==> src/rtl/mem_ctr_pkg.sv <==
`default_nettype none
// ============================================================================
//  Module   : mem_ctr_pkg
//  Purpose  : Shared types and sizing helpers for the frame-buffer write path
//             (FSM state encoding, BRAM address/data widths, frame sizing).
//  Revision : 1.0 - initial release
// ============================================================================
package mem_ctr_pkg;

    // Write-controller FSM states.
    typedef enum logic [1:0] {
        ST_IDLE  = 2'd0,
        ST_WRITE = 2'd1,
        ST_DONE  = 2'd2
    } state_e;

    // BRAM port A geometry; 19 bits covers a full 540x540 frame.
    localparam int ADDR_W = 19;
    localparam int DATA_W = 8;

    // Number of pixels in one frame.
    function automatic int frame_pixels(input int rows, input int cols);
        return rows * cols;
    endfunction

    // Width of a counter that must be able to hold the value n itself.
    function automatic int cnt_width(input int n);
        return $clog2(n + 1);
    endfunction

endpackage
`default_nettype wire

==> src/rtl/mem_wr_ctr_sync_fifo.sv <==
`default_nettype none
// ============================================================================
//  Module   : sync_fifo
//  Purpose  : Single-clock FIFO with first-word-fall-through read data and
//             full/empty flags. A synchronous clear empties it in one cycle.
//  Revision : 1.0 - initial release
// ============================================================================
module sync_fifo #(
    parameter int WIDTH = 8,
    parameter int DEPTH = 4
) (
    input  logic             clk,
    input  logic             rst_n,
    input  logic             clr_i,
    input  logic             push_i,
    input  logic [WIDTH-1:0] wdata_i,
    input  logic             pop_i,
    output logic [WIDTH-1:0] rdata_o,
    output logic             full_o,
    output logic             empty_o
);

    localparam int PTR_W = $clog2(DEPTH);

    logic [WIDTH-1:0] mem_q [DEPTH];
    logic [PTR_W:0]   wr_ptr_q;
    logic [PTR_W:0]   rd_ptr_q;

    // Extra pointer MSB distinguishes full from empty when the indices match.
    assign empty_o = (wr_ptr_q == rd_ptr_q);
    assign full_o  = (wr_ptr_q[PTR_W] != rd_ptr_q[PTR_W]) &&
                     (wr_ptr_q[PTR_W-1:0] == rd_ptr_q[PTR_W-1:0]);
    assign rdata_o = mem_q[rd_ptr_q[PTR_W-1:0]];

    // Pointer update; reset and clear both flush the contents.
    always_ff @(posedge clk) begin
        if (!rst_n || clr_i) begin
            wr_ptr_q <= '0;
            rd_ptr_q <= '0;
        end else begin
            if (push_i && !full_o) begin
                wr_ptr_q <= wr_ptr_q + (PTR_W+1)'(1);
            end
            if (pop_i && !empty_o) begin
                rd_ptr_q <= rd_ptr_q + (PTR_W+1)'(1);
            end
        end
    end

    // Storage write; contents need no reset because the pointers gate reads.
    always_ff @(posedge clk) begin
        if (push_i && !full_o) begin
            mem_q[wr_ptr_q[PTR_W-1:0]] <= wdata_i;
        end
    end

endmodule
`default_nettype wire

==> src/rtl/mem_wr_ctr.sv <==
`default_nettype none
// ============================================================================
//  Module   : mem_wr_ctr
//  Purpose  : Captures one frame of pixels from a valid/ready stream into a
//             small FIFO and writes them sequentially to BRAM port A,
//             stalling on wr_gnt_i, then pulses frame_done_o.
//  Revision : 1.0 - initial release
// ============================================================================
module mem_wr_ctr
    import mem_ctr_pkg::*;
#(
    parameter int MAX_ROW    = 540,
    parameter int MAX_COL    = 540,
    parameter int FIFO_DEPTH = 4
) (
    input  logic              clk,
    input  logic              rst_n,
    input  logic              start_i,
    input  logic              pix_valid_i,
    input  logic [DATA_W-1:0] pix_data_i,
    output logic              pix_ready_o,
    input  logic              wr_gnt_i,
    output logic              ena_o,
    output logic              wea_o,
    output logic [ADDR_W-1:0] addra_o,
    output logic [DATA_W-1:0] d2mema_o,
    output logic              busy_o,
    output logic              frame_done_o
);

    localparam int                FRAME_PIXELS = frame_pixels(MAX_ROW, MAX_COL);
    localparam int                CNT_W        = cnt_width(FRAME_PIXELS);
    localparam logic [CNT_W-1:0]  C_FRAME_CNT  = CNT_W'(FRAME_PIXELS);
    localparam logic [ADDR_W-1:0] C_LAST_ADDR  = ADDR_W'(FRAME_PIXELS - 1);

    state_e              state_q;
    logic [CNT_W-1:0]    acc_cnt_q;
    logic [ADDR_W-1:0]   wr_addr_q;
    logic                ena_q;
    logic                wea_q;
    logic [ADDR_W-1:0]   addra_q;
    logic [DATA_W-1:0]   d2mema_q;
    logic                frame_done_q;

    logic                fifo_full;
    logic                fifo_empty;
    logic [DATA_W-1:0]   fifo_rdata;
    logic                push;
    logic                pop;
    logic                clr;

    // Ready ignores a same-cycle pop: a full FIFO always refuses the push.
    assign pix_ready_o = rst_n && (state_q == ST_WRITE) && !fifo_full &&
                         (acc_cnt_q < C_FRAME_CNT);
    assign push        = pix_valid_i && pix_ready_o;
    assign pop         = (state_q == ST_WRITE) && !fifo_empty && wr_gnt_i;
    assign clr         = (state_q == ST_IDLE) && start_i;

    assign busy_o       = (state_q != ST_IDLE);
    assign ena_o        = ena_q;
    assign wea_o        = wea_q;
    assign addra_o      = addra_q;
    assign d2mema_o     = d2mema_q;
    assign frame_done_o = frame_done_q;

    sync_fifo #(
        .WIDTH (DATA_W),
        .DEPTH (FIFO_DEPTH)
    ) u_fifo (
        .clk     (clk),
        .rst_n   (rst_n),
        .clr_i   (clr),
        .push_i  (push),
        .wdata_i (pix_data_i),
        .pop_i   (pop),
        .rdata_o (fifo_rdata),
        .full_o  (fifo_full),
        .empty_o (fifo_empty)
    );

    // Frame FSM with registered BRAM strobes, address/data and done pulse.
    always_ff @(posedge clk) begin
        if (!rst_n) begin
            state_q      <= ST_IDLE;
            acc_cnt_q    <= '0;
            wr_addr_q    <= '0;
            ena_q        <= 1'b0;
            wea_q        <= 1'b0;
            addra_q      <= '0;
            d2mema_q     <= '0;
            frame_done_q <= 1'b0;
        end else begin
            ena_q        <= 1'b0;
            wea_q        <= 1'b0;
            frame_done_q <= 1'b0;
            case (state_q)
                ST_IDLE: begin
                    if (start_i) begin
                        state_q   <= ST_WRITE;
                        acc_cnt_q <= '0;
                        wr_addr_q <= '0;
                    end
                end
                ST_WRITE: begin
                    if (push) begin
                        acc_cnt_q <= acc_cnt_q + CNT_W'(1);
                    end
                    if (pop) begin
                        ena_q    <= 1'b1;
                        wea_q    <= 1'b1;
                        addra_q  <= wr_addr_q;
                        d2mema_q <= fifo_rdata;
                        if (wr_addr_q == C_LAST_ADDR) begin
                            wr_addr_q <= '0;
                            state_q   <= ST_DONE;
                        end else begin
                            wr_addr_q <= wr_addr_q + ADDR_W'(1);
                        end
                    end
                end
                ST_DONE: begin
                    // The final write strobe is on the BRAM port now; flag
                    // completion on the following cycle.
                    frame_done_q <= 1'b1;
                    state_q      <= ST_IDLE;
                end
                default: begin
                    state_q <= ST_IDLE;
                end
            endcase
        end
    end

endmodule
`default_nettype wire

==> config.mk <==
export PLATFORM = sky130hd
export DESIGN_NAME = mem_wr_ctr
export DESIGN_NICKNAME = d
export VERILOG_FILES = /design/src/rtl/mem_ctr_pkg.sv /design/src/rtl/mem_wr_ctr_sync_fifo.sv /design/src/rtl/mem_wr_ctr.sv
export SDC_FILE = /design/constraint.sdc
export NUM_CORES = 1
export LEC_CHECK = 0
export CORE_MARGIN = 2
export CORE_UTILIZATION = 35
export CTS_BUF_LIST = sky130_fd_sc_hd__clkbuf_8
export DETAILED_ROUTE_END_ITERATION = 16
export GPL_TIMING_DRIVEN = 0
export PLACE_DENSITY = 0.61
export SYNTH_ARGS = -nofsm -noshare
export SYNTH_HDL_FRONTEND = slang
export SYNTH_SLANG_ARGS = --single-unit
==> constraint.sdc <==
create_clock -name clk -period 2.7 [get_ports clk]
set_clock_uncertainty 0.1 [all_clocks]
set_input_delay 0.54 -clock clk [delete_from_list [all_inputs] [get_ports clk]]
set_output_delay 0.54 -clock clk [all_outputs]
set_load 0.02 [all_outputs]
==> impl_metrics.tcl, run 1 <==
set metrics [dict create \
    report.final.slew_viol_count 0 \
    fin_area_sq_um 5510 \
    synth_seq_area_share 0.545 \
    setup_violations 0 \
    finalWeightedCongestion 0.864 \
    initial_core_util 0.358 \
    drc_errors 0 \
    outcome "finished, final reports clean" \
    synth_top_area_share 0.332 \
    vias 3349 \
    syn_area_sq_um 4520 \
    die_area_sq_um 13800 \
    synthTopCellsByArea "dfxtp_1 (33%), edfxtp_1 (21%), nand2_1 (6.7%), a21boi_0 (5.0%), xnor2_1 (4.8%)" \
    placed_area_sq_um 5180 \
    p_comb_frac 0.050 \
    synth_area_per_cell_sq_um 10.1 \
    grt_max_degree 20 \
    drt_iter0_markers 187 \
    worst_setup_path_start_kind "flip-flop" \
    antenna_cells 0 \
    drt_pass1_iterations 4 \
    p_sw_frac 0.237 \
    power_density_nw_per_um2 517 \
    grt_pass1_vias 3234 \
    h-tree-depth 3 \
    cts_max_path_buffers 2 \
    viasPerCell 4.88 \
    synth_fp_nets 469 \
    switchingPower_uw 673 \
    slew_headroom 0.550 \
    end_kind "primary output" \
    syn_inst 449 \
    die_x_microns 118 \
    antenna_left 0 \
    worstMarginPinSlew_ns 0.670 \
    synth_edf_count 32 \
    max_freq_ghz 0.378 \
    cts_buffers 9 \
    worstPathRequired_ns 2.06 \
    num-nets-final 529 \
    yosysTopAreaCell "dfxtp_1" \
    track_usage 0.137 \
    clockRootBuffer "clkbuf_8" \
    finalPower_mw 2.84 \
    fin_crit_sh 0.979 \
    hold_violations 0 \
    yosysUniqueCellTypes 43 \
    area_growth_pct 21.7 \
    worstHoldPathType "flip-flop to flip-flop" \
    synth_warnings 0 \
    yosys_most_used_dff "dfxtp_1" \
    ys_ff_latch 107 \
    grt_pass1_wl_microns 15300 \
    power.internal_mw 2.17 \
    clkSinkCount 107 \
    path_clk_slew_ns 0.10 \
    synthArstFlopShare 0 \
    clk-insertion-delay-late_ns 0.38 \
    drive_gt1_frac 0.103 \
    path_max_fanout 4 \
    min_period_ns 2.64 \
    io_buffers 44 \
    cap_violations 0 \
    clkPwrFrac 0.362 \
    coreArea_sq_um 12600 \
    p_leak_nw 1.76 \
    postRouteWirelength_microns 9170 \
    path_class "flip-flop to primary output" \
    overflow 0 \
    cts_tree "done" \
    seq_power_share 0.588 \
    post_drt_wl_per_cell_microns 13.4 \
    row_count 41 \
    grt_antenna_before_repair 0 \
    dp_hpwl_microns 6560 \
    arrival_ns 2.00 \
    io_pins 45 \
    ir_drop_uv 244 \
    die_h_microns 118 \
]
[per-stage QoR]
stage | hold WS, ns | cells | worst slack (ns) | setup TNS [ns] | util
after floorplan | 0.346 | 449 | 0.318 | 0 | -
after global placement | 0.353 | 665 | -0.409 | -7.87 | 0.410
after detailed placement | 0.358 | 665 | -0.390 | -7.55 | 0.410
after CTS | 0.373 | 681 | 0.0118 | 0 | 0.431
after global routing | 0.390 | 686 | -0.00319 | -0.00319 | 0.436
final | 0.366 | 686 | 0.0568 | 0 | 0.436
[registers in the layout, summed over array words and instances, names as in the netlist]
register and flops:
frame_done_o 1, acc_cnt_q 19, u_fifo.rd_ptr_q 3, wr_addr_q 19
state_q 2, u_fifo.mem_q 32, wea_o 1, d2mema_o 8
u_fifo.wr_ptr_q 3, addra_o 19
[synth_stat cells (2+ instances only)]
master    number
nand2_1       81
dfxtp_1       75
nor2_1        43
edfxtp_1      32
a21boi_0      30
xnor2_1       25
clkbuf_1      17
nor3_1        14
nand3_1       12
nand4_1       12
nor4_1        11
inv_1          9
a21oi_1        8
mux4_2         8
ha_1           7
o21ai_0        6
and2_1         5
mux2i_1        5
xor2_1         5
o21a_1         4
or4_1          4
a31oi_1        3
and3_1         3
buf_2          3
nand2b_1       3
or3_1          3
a21o_1         2
and4_1         2
buf_4          2
nor2b_1        2
[repair_timing]
item                                    4_1_cts  5_1_grt
cloned                                        0        0
setup buffers                                 0        6
endpoints found under the setup margin       28       59
hold buffers                                  0        0
pin swaps                                     1        3
gates resized for setup                      19       15
[layout by cell type (no fill, tap or decap), types with 4 or more instances in the layout]
| cell | count |
|---|---|
| nor3_1 | 14 |
| clkbuf_8 | 9 |
| o21ai_0 | 6 |
| nand4_1 | 12 |
| dfxtp_1 | 73 |
| clkbuf_1 | 12 |
| a21boi_0 | 30 |
| buf_4 | 7 |
| clkdlybuf4s50_1 | 43 |
| nor2_1 | 42 |
| edfxtp_1 | 32 |
| nor4_1 | 11 |
| nand2_1 | 81 |
| xnor2_1 | 25 |
| inv_1 | 10 |
| nand3_1 | 12 |
| o21a_1 | 4 |
| mux2i_1 | 5 |
| mux4_2 | 8 |
| a21oi_1 | 8 |
| or4_1 | 4 |
| ha_1 | 7 |
[worst paths after layout]
| kind | from | end | slack [ns] | depth (start not counted) |
|---|---|---|---|---|
| min | addra_o[11] | addra_o[11] | 0.37 | 2 |
| max | acc_cnt_q[16] | pix_ready_o | 0.06 | 6 |
| min reg2reg | addra_o[11] | addra_o[11] | 0.37 | 2 |
| max reg2reg | acc_cnt_q[16] | acc_cnt_q[16] | 0.09 | 7 |
[power by group through the flow]
stage               clock network, mW  logic, mW  registers (mW)
floorplan                           0     0.0760            1.71
global placement                    0      0.131            1.71
detailed placement                  0      0.133            1.71
CTS                              1.07      0.137            1.67
global route                     1.13      0.157            1.67
finish                           1.03      0.142            1.67
[critical path, cell delays in order (launching register included)]
cell,delay (ns)
dfxtp_2,0.34
or3_4,0.38
o21a_1,0.18
a211o_1,0.34
buf_8,0.16
nor2_4,0.11
buf_6,0.12
[final cells by class]
type / count / area (sq um)
fillers: 1271 / 7110
plain buffers: 22 / 128
clock buffers: 9 / 124
flip-flops and latches: 107 / 2460
clock inverters: 7 / 87.6
repair buffers: 50 / 487
inverters: 9 / 33.8
well taps: 172 / 215
multi-input cells: 310 / 1970
[cells by family after synthesis]
| group | after synthesis | share of synthesized area |
|---|---|---|
| AO/OA/AOI/OAI | 60 | 0.0921 |
| adder cells (fa/ha/maj) | 7 | 0.0194 |
| AND/OR/NAND/NOR | 200 | 0.206 |
| multiplexers | 13 | 0.0509 |
| XOR/XNOR | 30 | 0.0581 |
| flip-flops | 107 | 0.545 |
| buffers and inverters | 32 | 0.0291 |
[routing by layer]
layer	routed length, microns	track usage	vias to the layer above
li1	-	-	1688
met5	0	0	-
met3	324	0.0315	16
met4	240	0.0678	0
met1	4170	0.162	1585
met2	4440	0.233	60
Note: power is estimated with default switching activity, not from simulation.
==> run 2: changes to the inputs <==
--- a/config.mk
+++ b/config.mk
@@ -5,12 +5,15 @@
 export SDC_FILE = /design/constraint.sdc
 export NUM_CORES = 1
 export LEC_CHECK = 0
+export CORE_ASPECT_RATIO = 0.75
 export CORE_MARGIN = 2
 export CORE_UTILIZATION = 35
 export CTS_BUF_LIST = sky130_fd_sc_hd__clkbuf_8
 export DETAILED_ROUTE_END_ITERATION = 16
 export GPL_TIMING_DRIVEN = 0
+export HOLD_SLACK_MARGIN = 0.08
 export PLACE_DENSITY = 0.61
+export RECOVER_POWER = 50
 export SYNTH_ARGS = -nofsm -noshare
 export SYNTH_HDL_FRONTEND = slang
 export SYNTH_SLANG_ARGS = --single-unit
==> run 2 against run 1 <==
Net effect: global-route usage rose by 0.58 points; routed wire length grew 0.39%; highest routed layer unchanged; first-iteration DRC count fell by 8.0%; die area barely moved; worst hold slack got worse by 0.0035 ns; critical path depth unchanged; utilization up 0.39 points; clock power decreased by 4%; maximum frequency increased by 1.1%; critical path type unchanged.
==> impl_metrics.tcl, run 2 (synthesis results as in run 1) <==
set metrics [dict create \
    outcome "finished, final reports clean" \
    setup_violations 0 \
    viasPerCell 4.91 \
    io_buffers 44 \
    r2r_start "acc_cnt_q[15]" \
    wl_met3_microns 338 \
    arrival_ns 1.98 \
    finalPower_mw 2.80 \
    power.internal_mw 2.16 \
    finalWeightedCongestion 0.831 \
    reg2reg_slack_ns 0.09 \
    drive_gt1_frac 0.0959 \
    slew_headroom 0.589 \
    coreArea_sq_um 12400 \
    postCtsHoldBufs 0 \
    drt_iter0_markers 172 \
    critPathLaunch "acc_cnt_q[15]" \
    worstHoldPathType "flip-flop to flip-flop" \
    grt_pass1_vias 3129 \
    vias 3325 \
    crit_end "pix_ready_o" \
    die_x_microns 135 \
    area_growth_pct 21.1 \
    path_class "flip-flop to primary output" \
    antenna_cells 0 \
    crit_slowest_cell "or3_4" \
    clkSinkCount 107 \
    timing.rr.end "acc_cnt_q[16]" \
    r2r_cells 7 \
    track_usage 0.142 \
    worst_setup_path_start_kind "flip-flop" \
    overflow 0 \
    fin_crit_sh 0.969 \
    die_h_microns 102 \
    pre_cts_slack_ns -0.407 \
    min_period_ns 2.62 \
    grt_antenna_before_repair 0 \
    largest_register_ffs 32 \
    cts_tree "done" \
    end_kind "primary output" \
    die_area_sq_um 13900 \
    post_drt_wl_per_cell_microns 13.6 \
    drc_errors 0 \
    max_freq_ghz 0.382 \
    cts_buffers 9 \
    path_clk_slew_ns 0.10 \
    grt_max_degree 19 \
    dp_hpwl_microns 6570 \
    seq_power_share 0.596 \
    path_cells "or3_4 > o21a_1 > a211o_1 > buf_8 > nor2_4 > buf_6" \
    final_common_cell "nand2_1" \
    clockRootBuffer "clkbuf_8" \
    wl_met1_microns 4520 \
    worstPathRequired_ns 2.06 \
    initial_core_util 0.364 \
    final_cell_mix "nand2_1 (81), dfxtp_1 (74), nor2_1 (42)" \
    h-tree-depth 3 \
    cts_max_path_buffers 2 \
    clk-insertion-delay-late_ns 0.38 \
    io_pins 45 \
    ir_drop_uv 326 \
    fin_cells 677 \
    dp.cells 659 \
    grt_pass1_wl_microns 15300 \
    hold_violations 0 \
    row_count 35 \
    p_sw_frac 0.231 \
    clkPwrFrac 0.354 \
    report.final.slew_viol_count 0 \
    p_leak_nw 1.86 \
    drt_pass1_iterations 4 \
    p_comb_frac 0.050 \
    routed-wl-met2_microns 4250 \
    crit_path_max_incr_delay_ns 0.40 \
    highest_layer "met4" \
    cap_violations 0 \
    antenna_left 0 \
    setup_slack_ns 0.0846 \
    worstMarginPinSlew_ns 0.608 \
    switchingPower_uw 648 \
    power_density_nw_per_um2 512 \
    num-nets-final 526 \
    postRouteWirelength_microns 9210 \
    path_max_fanout 3 \
]
## run 2: critical path: cells and delay by family, from the launching register on
kind,cells,cell delay [ns]
compound gates,2,0.50
buf+inv,2,0.26
flops,1,0.34
simple gates,2,0.49
## run 2: what timing repair did
action	in CTS	in global routing
hold endpoints to repair	0	0
pin swaps	1	3
resized for setup	18	19
endpoints found under the setup margin	42	62
buffers inserted	0	4
## run 2: cell type report
class                           count  area [sq um]
Buffer                             21           124
Clock buffer                        9           124
Clock inverter                      7          73.8
Fill cell                        1195          6960
Inverter                            9          33.8
Multi-Input combinational cell    310          1980
Sequential cell                   107          2460
Tap cell                          166           208
Timing Repair Buffer               48           472
## run 2: worst min-delay path by stage
| stage | from | endpoint | slack, ns | cells after the start |
|---|---|---|---|---|
| after floorplan | acc_cnt_q[3] | acc_cnt_q[3] | 0.35 | 1 |
| after global placement | addra_o[6] | addra_o[6] | 0.35 | 2 |
| after detailed placement | addra_o[11] | addra_o[11] | 0.36 | 2 |
| after CTS | addra_o[11] | addra_o[11] | 0.37 | 2 |
| after global routing | addra_o[6] | addra_o[6] | 0.38 | 2 |
| final | addra_o[11] | addra_o[11] | 0.36 | 2 |
## run 2: power groups by stage
stage          Combinational (mW)  Sequential [mW]  Clock [mW]
2_1_floorplan              0.0760             1.71           0
3_3_place_gp                0.131             1.71           0
3_5_place_dp                0.132             1.71           0
4_1_cts                     0.137             1.67        1.03
5_1_grt                     0.156             1.67        1.09
6_report                    0.140             1.67       0.991
## run 2: routing by layer
metal,global-route usage,up-vias
li1,-,1684
met1,0.187,1579
met2,0.233,54
met3,0.0402,8
met4,0.0417,0
met5,0,-
## run 2: stage by stage
| stage | hold WS (ns) | cell area [sq um] | TNS [ns] | utilization |
|---|---|---|---|---|
| after floorplan | 0.346 | 4520 | 0 | - |
| after global placement | 0.352 | 5170 | -7.74 | 0.416 |
| after detailed placement | 0.358 | 5170 | -7.71 | 0.416 |
| after CTS | 0.371 | 5410 | 0 | 0.435 |
| after global routing | 0.381 | 5470 | -0.00199 | 0.440 |
| final | 0.363 | 5470 | 0 | 0.440 |
==> run 3: changes to the inputs <==
--- a/config.mk
+++ b/config.mk
@@ -9,8 +9,8 @@
 export CORE_MARGIN = 2
 export CORE_UTILIZATION = 35
 export CTS_BUF_LIST = sky130_fd_sc_hd__clkbuf_8
+export CTS_CLUSTER_SIZE = 24
 export DETAILED_ROUTE_END_ITERATION = 16
-export GPL_TIMING_DRIVEN = 0
 export HOLD_SLACK_MARGIN = 0.08
 export PLACE_DENSITY = 0.61
 export RECOVER_POWER = 50
==> run 3 against run 2 <==
Net effect: largest cell class unchanged; non-clock buffer count shrank 7; largest power group unchanged; cell count down 1.0%; cell area is 1.4% lower; highest routed layer unchanged; worst hold slack about the same; global-route usage down 0.39 points; sequential cell count unchanged.
==> impl_metrics.tcl, run 3 (synthesis results as in run 1) <==
set metrics [dict create \
    num-nets-final 519 \
    fin_crit_sh 0.956 \
    drive_gt1_frac 0.0893 \
    placed_area_sq_um 5230 \
    io_buffers 44 \
    drt_pass1_iterations 5 \
    report.final.slew_viol_count 0 \
    clk-insertion-delay-late_ns 0.38 \
    setup_violations 0 \
    postCtsHoldBufs 0 \
    drt_iter0_markers 164 \
    initial_core_util 0.364 \
    drc_errors 0 \
    min_period_ns 2.58 \
    cts_tree "done" \
    h-tree-depth 3 \
    post_drt_wl_per_cell_microns 13.4 \
    track_usage 0.139 \
    path_class "flip-flop to flip-flop" \
    clkSinkCount 107 \
    fin_area_sq_um 5400 \
    overflow 0 \
    crit_path_max_incr_delay_ns 0.53 \
    max_freq_ghz 0.387 \
    worstMarginPinSlew_ns 0.729 \
    path_clk_slew_ns 0.11 \
    fillers 1215 \
    grt_pass1_vias 3103 \
    slew_headroom 0.511 \
    area_growth_pct 19.3 \
    finalWeightedCongestion 0.831 \
    path_max_fanout 13 \
    finalPower_mw 2.74 \
    rsz0062_at_grt "no" \
    row_count 35 \
    arrival_ns 2.78 \
    ir_drop_uv 259 \
    timing.rr.end "acc_cnt_q[16]" \
    antenna_cells 0 \
    postRouteWirelength_microns 9010 \
    worst_setup_path_start_kind "flip-flop" \
    reg2reg_slack_ns 0.12 \
    worstHoldPathType "flip-flop to flip-flop" \
    grt_antenna_before_repair 0 \
    grt_max_degree 38 \
    crit_slowest_cell "or4_1" \
    final_util 0.434 \
    antenna_left 0 \
    power_density_nw_per_um2 508 \
    whs_endpoint "addra_o[8]" \
    worstPathRequired_ns 2.90 \
    outcome "finished, final reports clean" \
    die_h_microns 102 \
    clockRootBuffer "clkbuf_8" \
    whs_ns 0.362 \
    p_leak_nw 1.84 \
    coreArea_sq_um 12400 \
    r2r_start "acc_cnt_q[15]" \
    cap_violations 0 \
    r2r_cells 7 \
    final_cell_mix "nand2_1 (81), dfxtp_1 (74), nor2_1 (42)" \
    end_kind "flip-flop" \
    largest_register_ffs 32 \
    crit_family "simple AND/OR/NAND/NOR gates" \
    hold_violations 0 \
    path_buf_inv 1 \
    die_x_microns 135 \
    viasPerCell 4.86 \
    vias 3256 \
    postCtsSetupBuffers 0 \
    die_area_sq_um 13900 \
    min_path_cells 2 \
    io_pins 45 \
    cts_buffers 9 \
    path_cells "or3_4 > o21a_1 > a211o_1 > buf_4 > or4_1 > or3_1 > a21oi_1" \
    cts_max_path_buffers 2 \
    dp_hpwl_microns 6330 \
    hp-start "addra_o[8]" \
    final_common_cell "nand2_1" \
    grt_pass1_wl_microns 15000 \
]
-- run 3: metal layers --
layer,global-route usage,up-vias,wire (microns)
met5,0,-,0
met4,0.0465,0,129
met3,0.0362,12,312
met2,0.225,53,4120
met1,0.182,1522,4450
li1,-,1669,-
-- run 3: metrics by stage --
step,setup TNS [ns],setup slack [ns],instances
final,0,0.118,670
after detailed placement,-0.0160,-0.0160,654
after global routing,0,0.00759,670
after CTS,0,0.0399,670
after floorplan,0,0.318,449
after global placement,-0.00177,-0.00177,654
-- run 3: area by class of cell --
class,count,area (sq um),share of cell area
tap,166,208,0.0385
sequential,107,2460,0.457
multi-input combinational,310,1940,0.359
inverter,9,33.8,0.00626
timing repair buffer,62,566,0.105
clock inverter,7,63.8,0.0118
clock buffer,9,124,0.0230
-- run 3: worst reg2reg max path, delay by kind of cell, from the launching register on --
family                 cells  cell delay (ns)
AO/OA/AOI/OAI              3             0.61
buffers and inverters      1             0.18
flip-flops                 1             0.35
AND/OR/NAND/NOR            3             1.25
-- run 3: power by group --
part | switching (mW) | internal (mW)
Combinational | 0.0784 | 0.0532
Clock | 0.582 | 0.358
Sequential | 0.00910 | 1.66
-- run 3: what timing repair did --
item	CTS	global route
gates resized for setup	3	2
hold endpoints to repair	0	0
endpoints found under the setup margin	1	2
-- run 3: how the worst max path moves through the flow --
stage                   from                 end  cells after the start  slack [ns]
2_1_floorplan  acc_cnt_q[15]  u_fifo.mem_q[1][0]                      6        0.32
3_3_place_gp           rst_n         pix_ready_o                      5      -0.002
3_5_place_dp           rst_n         pix_ready_o                      5       -0.02
4_1_cts        acc_cnt_q[15]         pix_ready_o                      5        0.04
5_1_grt        acc_cnt_q[15]       acc_cnt_q[16]                      7       0.008
6_report       acc_cnt_q[15]       acc_cnt_q[16]                      7        0.12
